`src/rtl/beep_sched.sv`:
```
// Note scheduler/arbiter for the PWM beeper: grants one of three note sources by fixed
// priority, drives the tone period for the note length, then a silent gap (50 MHz nominal clock).
module beep_sched #(
   parameter int unsigned TICK_DIV = 6_250_000,
   parameter int unsigned GAP_CYC  = 500_000
) (
   input  logic        clk,
   input  logic        rst_n,
   input  logic [2:0]  req,
   input  logic [59:0] note_cycle_i,
   input  logic [23:0] note_len_i,
   input  logic        pause,
   output logic [2:0]  gnt,
   output logic [2:0]  done,
   output logic [2:0]  abrt,
   output logic [19:0] cycle_o,
   output logic        tone_en,
   output logic        busy,
   output logic [1:0]  owner
);

   typedef enum logic [1:0] {IDLE, PLAY, GAP} state_t;

   localparam logic [31:0] TICK_LAST = 32'(TICK_DIV - 1);
   localparam logic [31:0] GAP_LAST  = 32'(GAP_CYC - 1);

   state_t      state_reg;
   logic [19:0] per_reg;
   logic [7:0]  len_reg;
   logic [31:0] cyc_cnt_reg;
   logic [7:0]  tick_cnt_reg;
   logic [31:0] gap_cnt_reg;
   logic [1:0]  owner_reg;
   logic [2:0]  gnt_reg;
   logic [2:0]  done_reg;
   logic [2:0]  abrt_reg;
   logic [19:0] cycle_reg;
   logic        tone_en_reg;
   logic        busy_reg;

   logic [19:0] src_cycle [4];
   logic [7:0]  src_len   [4];
   logic [2:0]  hi_mask;
   logic [1:0]  win_idx;
   logic [19:0] win_cycle;
   logic [7:0]  win_len;
   logic        preempt;
   logic        play_last;
   logic        gap_last;
   logic [2:0]  owner_hot;

   // Index 3 is a dummy slot so the 2-bit owner/winner index never reads out of range.
   genvar gi;
   generate
      for (gi = 0; gi < 4; gi++) begin : g_src
         if (gi < 3) begin : g_real
            assign src_cycle[gi] = note_cycle_i[gi*20 +: 20];
            assign src_len[gi]   = note_len_i[gi*8 +: 8];
         end else begin : g_dummy
            assign src_cycle[gi] = 20'd0;
            assign src_len[gi]   = 8'd0;
         end
      end
      for (gi = 0; gi < 3; gi++) begin : g_hi
         assign hi_mask[gi] = (2'(gi) < owner_reg);
      end
   endgenerate

   always_comb begin
      win_idx = 2'd2;
      if (req[1]) win_idx = 2'd1;
      if (req[0]) win_idx = 2'd0;
   end

   assign win_cycle = src_cycle[win_idx];
   assign win_len   = src_len[win_idx];
   assign preempt   = |(req & hi_mask);
   assign play_last = (tick_cnt_reg == len_reg - 8'd1) && (cyc_cnt_reg == TICK_LAST);
   assign gap_last  = (gap_cnt_reg == GAP_LAST);
   assign owner_hot = 3'b001 << owner_reg;

   // Completion is tested before preemption so a coinciding req never steals a finished note.
   always_ff @(posedge clk) begin
      if (!rst_n) begin
         state_reg    <= IDLE;
         per_reg      <= 20'd0;
         len_reg      <= 8'd0;
         cyc_cnt_reg  <= 32'd0;
         tick_cnt_reg <= 8'd0;
         gap_cnt_reg  <= 32'd0;
         owner_reg    <= 2'd3;
         gnt_reg      <= 3'd0;
         done_reg     <= 3'd0;
         abrt_reg     <= 3'd0;
         cycle_reg    <= 20'd0;
         tone_en_reg  <= 1'b0;
         busy_reg     <= 1'b0;
      end else begin
         gnt_reg  <= 3'd0;
         done_reg <= 3'd0;
         abrt_reg <= 3'd0;
         case (state_reg)
            IDLE: begin
               if (!pause && (req != 3'd0)) begin
                  gnt_reg      <= 3'b001 << win_idx;
                  per_reg      <= win_cycle;
                  len_reg      <= win_len;
                  owner_reg    <= win_idx;
                  busy_reg     <= 1'b1;
                  cyc_cnt_reg  <= 32'd0;
                  tick_cnt_reg <= 8'd0;
                  gap_cnt_reg  <= 32'd0;
                  if (win_len != 8'd0) begin
                     state_reg   <= PLAY;
                     tone_en_reg <= (win_cycle != 20'd0);
                     cycle_reg   <= win_cycle;
                  end else begin
                     state_reg   <= GAP;
                     tone_en_reg <= 1'b0;
                     cycle_reg   <= 20'd0;
                  end
               end
            end
            PLAY: begin
               if (pause) begin
                  tone_en_reg <= 1'b0;
                  cycle_reg   <= 20'd0;
               end else if (play_last) begin
                  state_reg    <= GAP;
                  tone_en_reg  <= 1'b0;
                  cycle_reg    <= 20'd0;
                  cyc_cnt_reg  <= 32'd0;
                  tick_cnt_reg <= 8'd0;
                  gap_cnt_reg  <= 32'd0;
               end else if (preempt) begin
                  state_reg    <= IDLE;
                  abrt_reg     <= owner_hot;
                  owner_reg    <= 2'd3;
                  busy_reg     <= 1'b0;
                  tone_en_reg  <= 1'b0;
                  cycle_reg    <= 20'd0;
                  cyc_cnt_reg  <= 32'd0;
                  tick_cnt_reg <= 8'd0;
               end else begin
                  tone_en_reg <= (per_reg != 20'd0);
                  cycle_reg   <= per_reg;
                  if (cyc_cnt_reg == TICK_LAST) begin
                     cyc_cnt_reg  <= 32'd0;
                     tick_cnt_reg <= tick_cnt_reg + 8'd1;
                  end else begin
                     cyc_cnt_reg <= cyc_cnt_reg + 32'd1;
                  end
               end
            end
            GAP: begin
               tone_en_reg <= 1'b0;
               cycle_reg   <= 20'd0;
               if (pause) begin
                  gap_cnt_reg <= gap_cnt_reg;
               end else if (gap_last) begin
                  state_reg   <= IDLE;
                  done_reg    <= owner_hot;
                  owner_reg   <= 2'd3;
                  busy_reg    <= 1'b0;
                  gap_cnt_reg <= 32'd0;
               end else if (preempt) begin
                  state_reg   <= IDLE;
                  abrt_reg    <= owner_hot;
                  owner_reg   <= 2'd3;
                  busy_reg    <= 1'b0;
                  gap_cnt_reg <= 32'd0;
               end else begin
                  gap_cnt_reg <= gap_cnt_reg + 32'd1;
               end
            end
            default: begin
               state_reg   <= IDLE;
               owner_reg   <= 2'd3;
               busy_reg    <= 1'b0;
               tone_en_reg <= 1'b0;
               cycle_reg   <= 20'd0;
            end
         endcase
      end
   end

   assign gnt     = gnt_reg;
   assign done    = done_reg;
   assign abrt    = abrt_reg;
   assign cycle_o = cycle_reg;
   assign tone_en = tone_en_reg;
   assign busy    = busy_reg;
   assign owner   = owner_reg;

endmodule

```
`config.mk`:
```
export PLATFORM = sky130hd
export DESIGN_NAME = beep_sched
export DESIGN_NICKNAME = d
export VERILOG_FILES = /design/src/rtl/beep_sched.sv
export SDC_FILE = /design/constraint.sdc
export NUM_CORES = 1
export LEC_CHECK = 0
export CAP_MARGIN = 25
export CORE_ASPECT_RATIO = 1.4
export CORE_MARGIN = 2
export CORE_UTILIZATION = 57
export CTS_CLUSTER_DIAMETER = 40
export DETAILED_ROUTE_END_ITERATION = 7
export HOLD_SLACK_MARGIN = 0.12
export PLACE_DENSITY = 0.85
export SKIP_LAST_GASP = 1
export SLEW_MARGIN = 20
export SYNTH_ARGS = -nofsm -noshare
export SYNTH_HDL_FRONTEND = slang
export SYNTH_SLANG_ARGS = --single-unit
```
`constraint.sdc`:
```
create_clock -name clk -period 9.3 [get_ports clk]
set_input_delay 0.93 -clock clk [delete_from_list [all_inputs] [get_ports clk]]
set_output_delay 0.93 -clock clk [all_outputs]
set_load 0.01 [all_outputs]
```
==> metrics.md, run 1 <==
| Metric | Value |
|---|---|
| Outcome | complete, no violations |
| N_diodes | 0 |
| Power Dens Cells | roughly 170 mW/mm² |
| EDFF count, synth | 0 |
| Wirelength per Cell | roughly 16 µm |
| Vias after detailed routing | about 6.9k |
| Sequential fraction of the synthesis area | ~39% |
| Synthesized area per cell | 7.90 µm² |
| Pins Over Slew Limit | 0 |
| Final net count | roughly 1.1k |
| Global-route wire length before repair | just over 30000 µm |
| Post-Syn Area | approximately 0.0069 mm² |
| Req. time, crit path | 9.65 ns |
| Total global-route track usage | between 20 and 30% |
| Core Area | between 0.01 and 0.015 mm² |
| RSZ-0062 raised after global routing | no |
| Worst path max stage delay | ~0.61 ns |
| WS Path Type | flop to flop |
| Gp weighted congestion | between 0.8 and 0.9 |
| Synth cell count leaders | 153 x nor2_1, 135 x dfxtp_1, 85 x a21oi_1 |
| Largest area contributor in the netlist | dfxtp_1 |
| ANT nets after route | 0 |
| Initial Util | about three fifths |
| FF+latch count, synth | roughly 140 |
| CP delay by family, top | simple AND/OR/NAND/NOR gates |
| Clk buf depth | 2 |
| Top-count cell post-synth | nor2_1 |
| Async SR Flop Fraction | 0% |
| Number of global-route vias before repair | roughly 6.6k |
| Top FF cell, synth | dfxtp_1 |
| Post-layout minimum cycle time | ~3.7 ns |
| Clock Skews | a little under 0.008 ns |
| Slew headroom | 36.7% |
| Detailed Route WL | ~18000 µm |
| CP Data Arrival Time | around 4.1 ns |
| Worst-Margin Slew | 0.946 ns |
| Yosys warning total | 0 |
| Setup-failing EPs final | 0 |
| Tcrit/Tclk final | between 40% and 50% |
| Number of port buffers | 122 |
| Max-cap violation count | 0 |
| DP HPWL | 12600 µm |
| Cells after Synth | approximately 880 |
| Distinct cells, synth | 57 |
| First DRT Iteration DRCs | approximately 440 |
| FMAX | approximately 270 MHz |
| Die Area | between 0.01 and 0.015 mm² |
| Die Span Y | 135 µm |
| Die Wd | ~97 µm |
| GR Overflow Total | 0 |
| Antenna violations before repair | 0 |
| Synthesized Nets | between 900 and 1k |
| Top cells by area, synth | dfxtp_1 39%, nor2_1 8.3%, a21oi_1 6.1% |
| Most used cell, CP | or4_1 |
| Hold Path Class | flop to flop |
| Area Growth Syn to Fin | 25.9% |
| Leakage | 3.05 nW |
| Yosys top cell area share | 38.9% |
| Crit path capture type | flop |
| Critical path cell sequence | inv_1, ha_1, or3b_1, or4_1, a2111oi_2, o2111ai_1, buf_4, a21o_1, or4_1, a21oi_1 |
| Largest net degree at the start of global routing | 57 |
| Critical path startpoint category | flop |
| Number of vias per cell | roughly 6 |
| Crit Path Max Fanout | 30 |
| TNS Setup | 0 ns |
| CTS sink cnt | around 140 |
| Count of final hold-check violations | 0 |
| Total design power | about 1.5 mW |
| Drt pass-1 iters | 5 |
| Maximum vdd drop | approximately 0.11 mV |
| Layout cells sized above 1 | approximately 6% |
| FF-to-FF setup slack | 5.56 ns |
| Core Rows | 47 |
| CP max-delay cell | or4_1 |
| CTS root buffer | clkbuf_16 |
| Clock transition at path regs | approximately 0.06 ns |
| # hold bufs at CTS | 0 |
| CTS H-Tree Depth | 4 |
| Post-CTS setup buffer count | 0 |
| Worst skew pair latency | 0.42 ns |
| Num CTS Buffers | 17 |
| Critical path buffer and inverter count | 2 |
| # resized after CTS | 0 |
| DR DRC count | 0 |
| Io pins | around 120 |
| TritonCTS clock tree | yes |
[final timing paths]
path / from / cells after the start / endpoint
max: len_reg[0] / 10 / gap_cnt_reg[11]
min: cycle_o[13] / 2 / cycle_o[13]
max reg2reg: len_reg[0] / 10 / gap_cnt_reg[11]
min reg2reg: cycle_o[13] / 2 / cycle_o[13]
[routing by layer]
metal  routed length (µm)  vias to the layer above  GRT usage (%)
met4                  562                        0           12.6
met1                 7050                     3239           31.4
met5                    0                        -              0
li1                     -                     3317              -
met2                 9460                      295           52.0
met3                 1320                       50           6.88
[metrics by stage]
stage                     worst slack, ns  cell area [µm²]  utilization, %  cells  hold slack, ns
after floorplan                      5.87             6950               -    879           0.448
after global placement               5.43             8190            68.9   1102           0.445
after detailed placement             5.31             8190            68.9   1102           0.451
after CTS                            5.58             8740            73.6   1134           0.467
after global routing                 5.34             8740            73.6   1134           0.479
final                                5.56             8740            73.6   1134           0.461
[cells in the final DEF, fill, tap and decap left out, drive strengths merged, types with 12 or more instances in the layout]
cell type,instances
xnor2,37
a21oi,85
nor2,153
and3,12
mux2i,29
nor4,14
clkbuf,18
or4,13
o21ai,20
dfxtp,135
nand2,67
nand3,28
o221ai,22
inv,42
xor2,13
or3,15
nor3,18
nand4,24
clkdlybuf4s50,120
[power by group]
part | leakage (nW) | internal (mW) | switching [mW]
logic | 1.69 | 0.104 | 0.130
clock network | 0.263 | 0.369 | 0.268
registers | 1.10 | 0.601 | 0.0227
total | 3.05 | 1.07 | 0.421
[layout make-up]
| type | count | area [µm²] |
|---|---|---|
| multi-input cells | 654 | 3910 |
| fillers | 909 | 3130 |
| flip-flops and latches | 135 | 2700 |
| repair buffers | 127 | 1250 |
| clock buffers | 18 | 429 |
| well taps | 147 | 184 |
| inverters | 39 | 146 |
| clock inverters | 14 | 128 |
[cell families (layout without fill, tap and decap cells)]
family          Yosys count  after routing  synth area share (%)
flops                   135            135                  38.9
buf+inv                  90            198                  4.99
other cells               1              1                0.0540
mux                      38             38                  5.64
xor+xnor                 50             50                  6.30
simple gates            379            379                  26.3
compound gates          178            178                  16.4
fa+ha+maj                 8              8                  1.44
[worst register-to-register path, stage by stage (launching register included)]
cell	delay, ns
dfxtp_1	0.36
inv_1	0.08
ha_1	0.22
or3b_1	0.43
or4_1	0.53
a2111oi_2	0.38
o2111ai_1	0.15
buf_4	0.24
a21o_1	0.50
or4_1	0.63
a21oi_1	0.16
(Power assumes the default switching activity.)
==> inputs of run 2 (changes only) <==
CORE_UTILIZATION = 53   (was 57)
PLACE_DENSITY = 0.8   (was 0.85)
clock period = 3.45 ns   (was 9.3 ns; I/O delays follow)
==> run 2 against run 1 <==
The run now ends with setup timing left. Fmax up 7.1%. Final cell count up 1.7%. Combinational power rose to 2.9 times the previous value. Sequential share of layout area down 0.93 points. Largest power group unchanged.
==> metrics.md, run 2 (synthesized netlist as in run 1, its figures left out) <==
| Metric | Value |
|---|---|
| Multi-input gate area | 0.00395 mm² (was 0.00391 mm²) |
| TNS Setup | -0.0414 ns (was 0 ns) |
| Hold Path Class | input pin to flop (was flop to flop) |
| Pins Over Slew Limit | 0 (unchanged) |
| FMAX | 286 MHz (was 267 MHz) |
| WS Path Type | flop to flop (unchanged) |
| Layout cells sized above 1 | 7.50% (was 5.98%) |
| Die Span Y | 139 µm (was 135 µm) |
| DR DRC count | 0 (unchanged) |
| Critical path startpoint category | flop (unchanged) |
| Post-layout minimum cycle time | 3.49 ns (was 3.74 ns) |
| # hold bufs at CTS | 0 (unchanged) |
| Max-cap violation count | 0 (unchanged) |
| Most frequent cells in the layout | 153 x nor2_1, 135 x dfxtp_1, 120 x clkdlybuf4s50_1, 85 x a21oi_1, 67 x nand2_1 (was 152 x nor2_1, 135 x dfxtp_1, 120 x clkdlybuf4s50_1, 85 x a21oi_1, 66 x nand2_1) |
| Outcome | finished, violations left (was complete, no violations) |
| Reg area | 0.00270 mm² (unchanged) |
| Io pins | 123 (unchanged) |
| Num CTS Buffers | 17 (unchanged) |
| Commonest non-fill, non-tap cell in the layout | nor2_1 (unchanged) |
| Clock transition at path regs | 0.06 ns (about the same) |
| Leakage | 3.18 nW (was 3.05 nW) |
| ANT nets after route | 0 (unchanged) |
| Setup-failing EPs final | 1 (was 0) |
| N_diodes | 0 (unchanged) |
| Core Area | 0.0128 mm² (was 0.0119 mm²) |
| Drt pass-1 iters | 5 (unchanged) |
| Worst-Margin Slew | 0.547 ns (was 0.946 ns) |
| Number of port buffers | 122 (unchanged) |
| Clk buf depth | 2 (unchanged) |
| Total global-route track usage | 25.8% (was 28.5%) |
| Maximum vdd drop | 0.274 mV (was 0.110 mV) |
| Initial Util | 54.2% (was 58.5%) |
| Clock Skews | 0.0127 ns (was 0.00780 ns) |
| Number of vias per cell | 5.86 (was 6.09) |
| Wirelength per Cell | 16.0 µm (was 16.2 µm) |
| CTS root buffer | clkbuf_16 (unchanged) |
| Tcrit/Tclk final | 101% (was 40.2%) |
| Crit Path Max Fanout | 5 (was 30) |
| CTS H-Tree Depth | 4 (unchanged) |
| Cell Count, Final, Fillers Out | 1153 (was 1134) |
| Worst skew pair latency | 0.42 ns (about the same) |
| Largest net degree at the start of global routing | 57 (unchanged) |
| Failing checks | setup timing |
| Area Growth Syn to Fin | 29.8% (was 25.9%) |
| Number of global-route vias before repair | 6335 (was 6623) |
| CP Data Arrival Time | 3.84 ns (was 4.09 ns) |
| Power Dens Cells | 471 mW/mm² (was 171 mW/mm²) |
| Fill cells | 977 (was 909) |
| Req. time, crit path | 3.79 ns (was 9.65 ns) |
| CTS sink cnt | 135 (unchanged) |
| DP HPWL | 12700 µm (was 12600 µm) |
| Count of final hold-check violations | 0 (unchanged) |
| Detailed Route WL | 18500 µm (was 18400 µm) |
| GR Overflow Total | 0 (unchanged) |
| Gp weighted congestion | 0.867 (was 0.858) |
| Vias after detailed routing | 6754 (was 6901) |
| TritonCTS clock tree | yes (unchanged) |
| Placed Cells | 1118 (was 1102) |
| Crit path capture type | flop (unchanged) |
| Antenna violations before repair | 0 (unchanged) |
| Slew headroom | 62.6% (was 36.7%) |
| Final net count | 1085 (was 1072) |
| First DRT Iteration DRCs | 353 (was 439) |
| Worst setup margin | -0.0414 ns (was 5.56 ns) |
| Core Rows | 49 (was 47) |
| Global-route wire length before repair | 29800 µm (was 30900 µm) |
| Die Wd | 101 µm (was 97.3 µm) |
| Die Area | 0.0141 mm² (was 0.0131 mm²) |
==> run 2: cell types whose count changed in the layout (fill, tap and decap cells not counted), moves of 2 or more <==
cell	change
inv_8	+2
a2111oi_4	+2
buf_4	+9
bufinv_16	+2
a2111oi_2	-2
clkinv_4	+2
clkbuf_16	+2
buf_12	+2
clkinvlp_4	-4
==> run 2: final timing paths <==
path	slack, ns	start	to	depth (start not counted)
worst max-delay path	-0.04	len_reg[1]	gap_cnt_reg[22]	10
worst min-delay path	0.43	req[0]	gnt[1]	2
worst max register to register	-0.04	len_reg[1]	gap_cnt_reg[22]	10
worst min register to register	0.47	cycle_o[13]	cycle_o[13]	2
==> run 2: layout make-up <==
cell class	instances	share of cell area [%]
repair buffers	140	15.6
multi-input cells	654	43.8
flip-flops and latches	135	30.0
well taps	153	2.12
clock inverters	15	2.14
clock buffers	17	4.72
inverters	39	1.62
==> run 2: worst max-delay path, stage by stage (launching register included) <==
cell and delay (ns):
dfxtp_1 0.34, inv_1 0.07, ha_2 0.21, or3b_1 0.43, or4_4 0.53, a2111oi_4 0.37
o2111ai_4 0.24, buf_12 0.21, a2111oi_4 0.42, or3b_1 0.42, a21oi_1 0.16
==> run 2: timing repair <==
| item | CTS | global route |
|---|---|---|
| resized for setup | 2 | 5 |
| pin swaps | 0 | 2 |
| gates cloned | 0 | 2 |
| setup endpoints to repair | 7 | 5 |
| buffers inserted | 0 | 1 |
==> run 2: where the power goes <==
part           total [mW]  switching, mW  internal (mW)
sequential           1.68         0.0597           1.62
clock                1.90          0.745           1.16
combinational       0.669          0.367          0.301
==> run 2: metal layers <==
layer	global-route usage (%)	up-vias	routed length, µm
met5	0	-	0
met4	7.93	0	412
met3	6.18	37	1030
met2	46.6	228	9700
met1	29.6	3147	7320
li1	-	3342	-
==> run 2: stage by stage <==
step	utilization [%]	hold slack, ns	worst slack (ns)	total power, mW	cell area [µm²]
after floorplan	-	0.448	0.393	2.08	6950
final	70.4	0.430	-0.0414	4.25	9020
after global routing	70.4	0.441	-0.127	4.39	9020
after detailed placement	64.7	0.450	0.0155	2.35	8290
after global placement	64.7	0.444	0.114	2.35	8290
after CTS	69.6	0.422	0.0208	4.24	8920
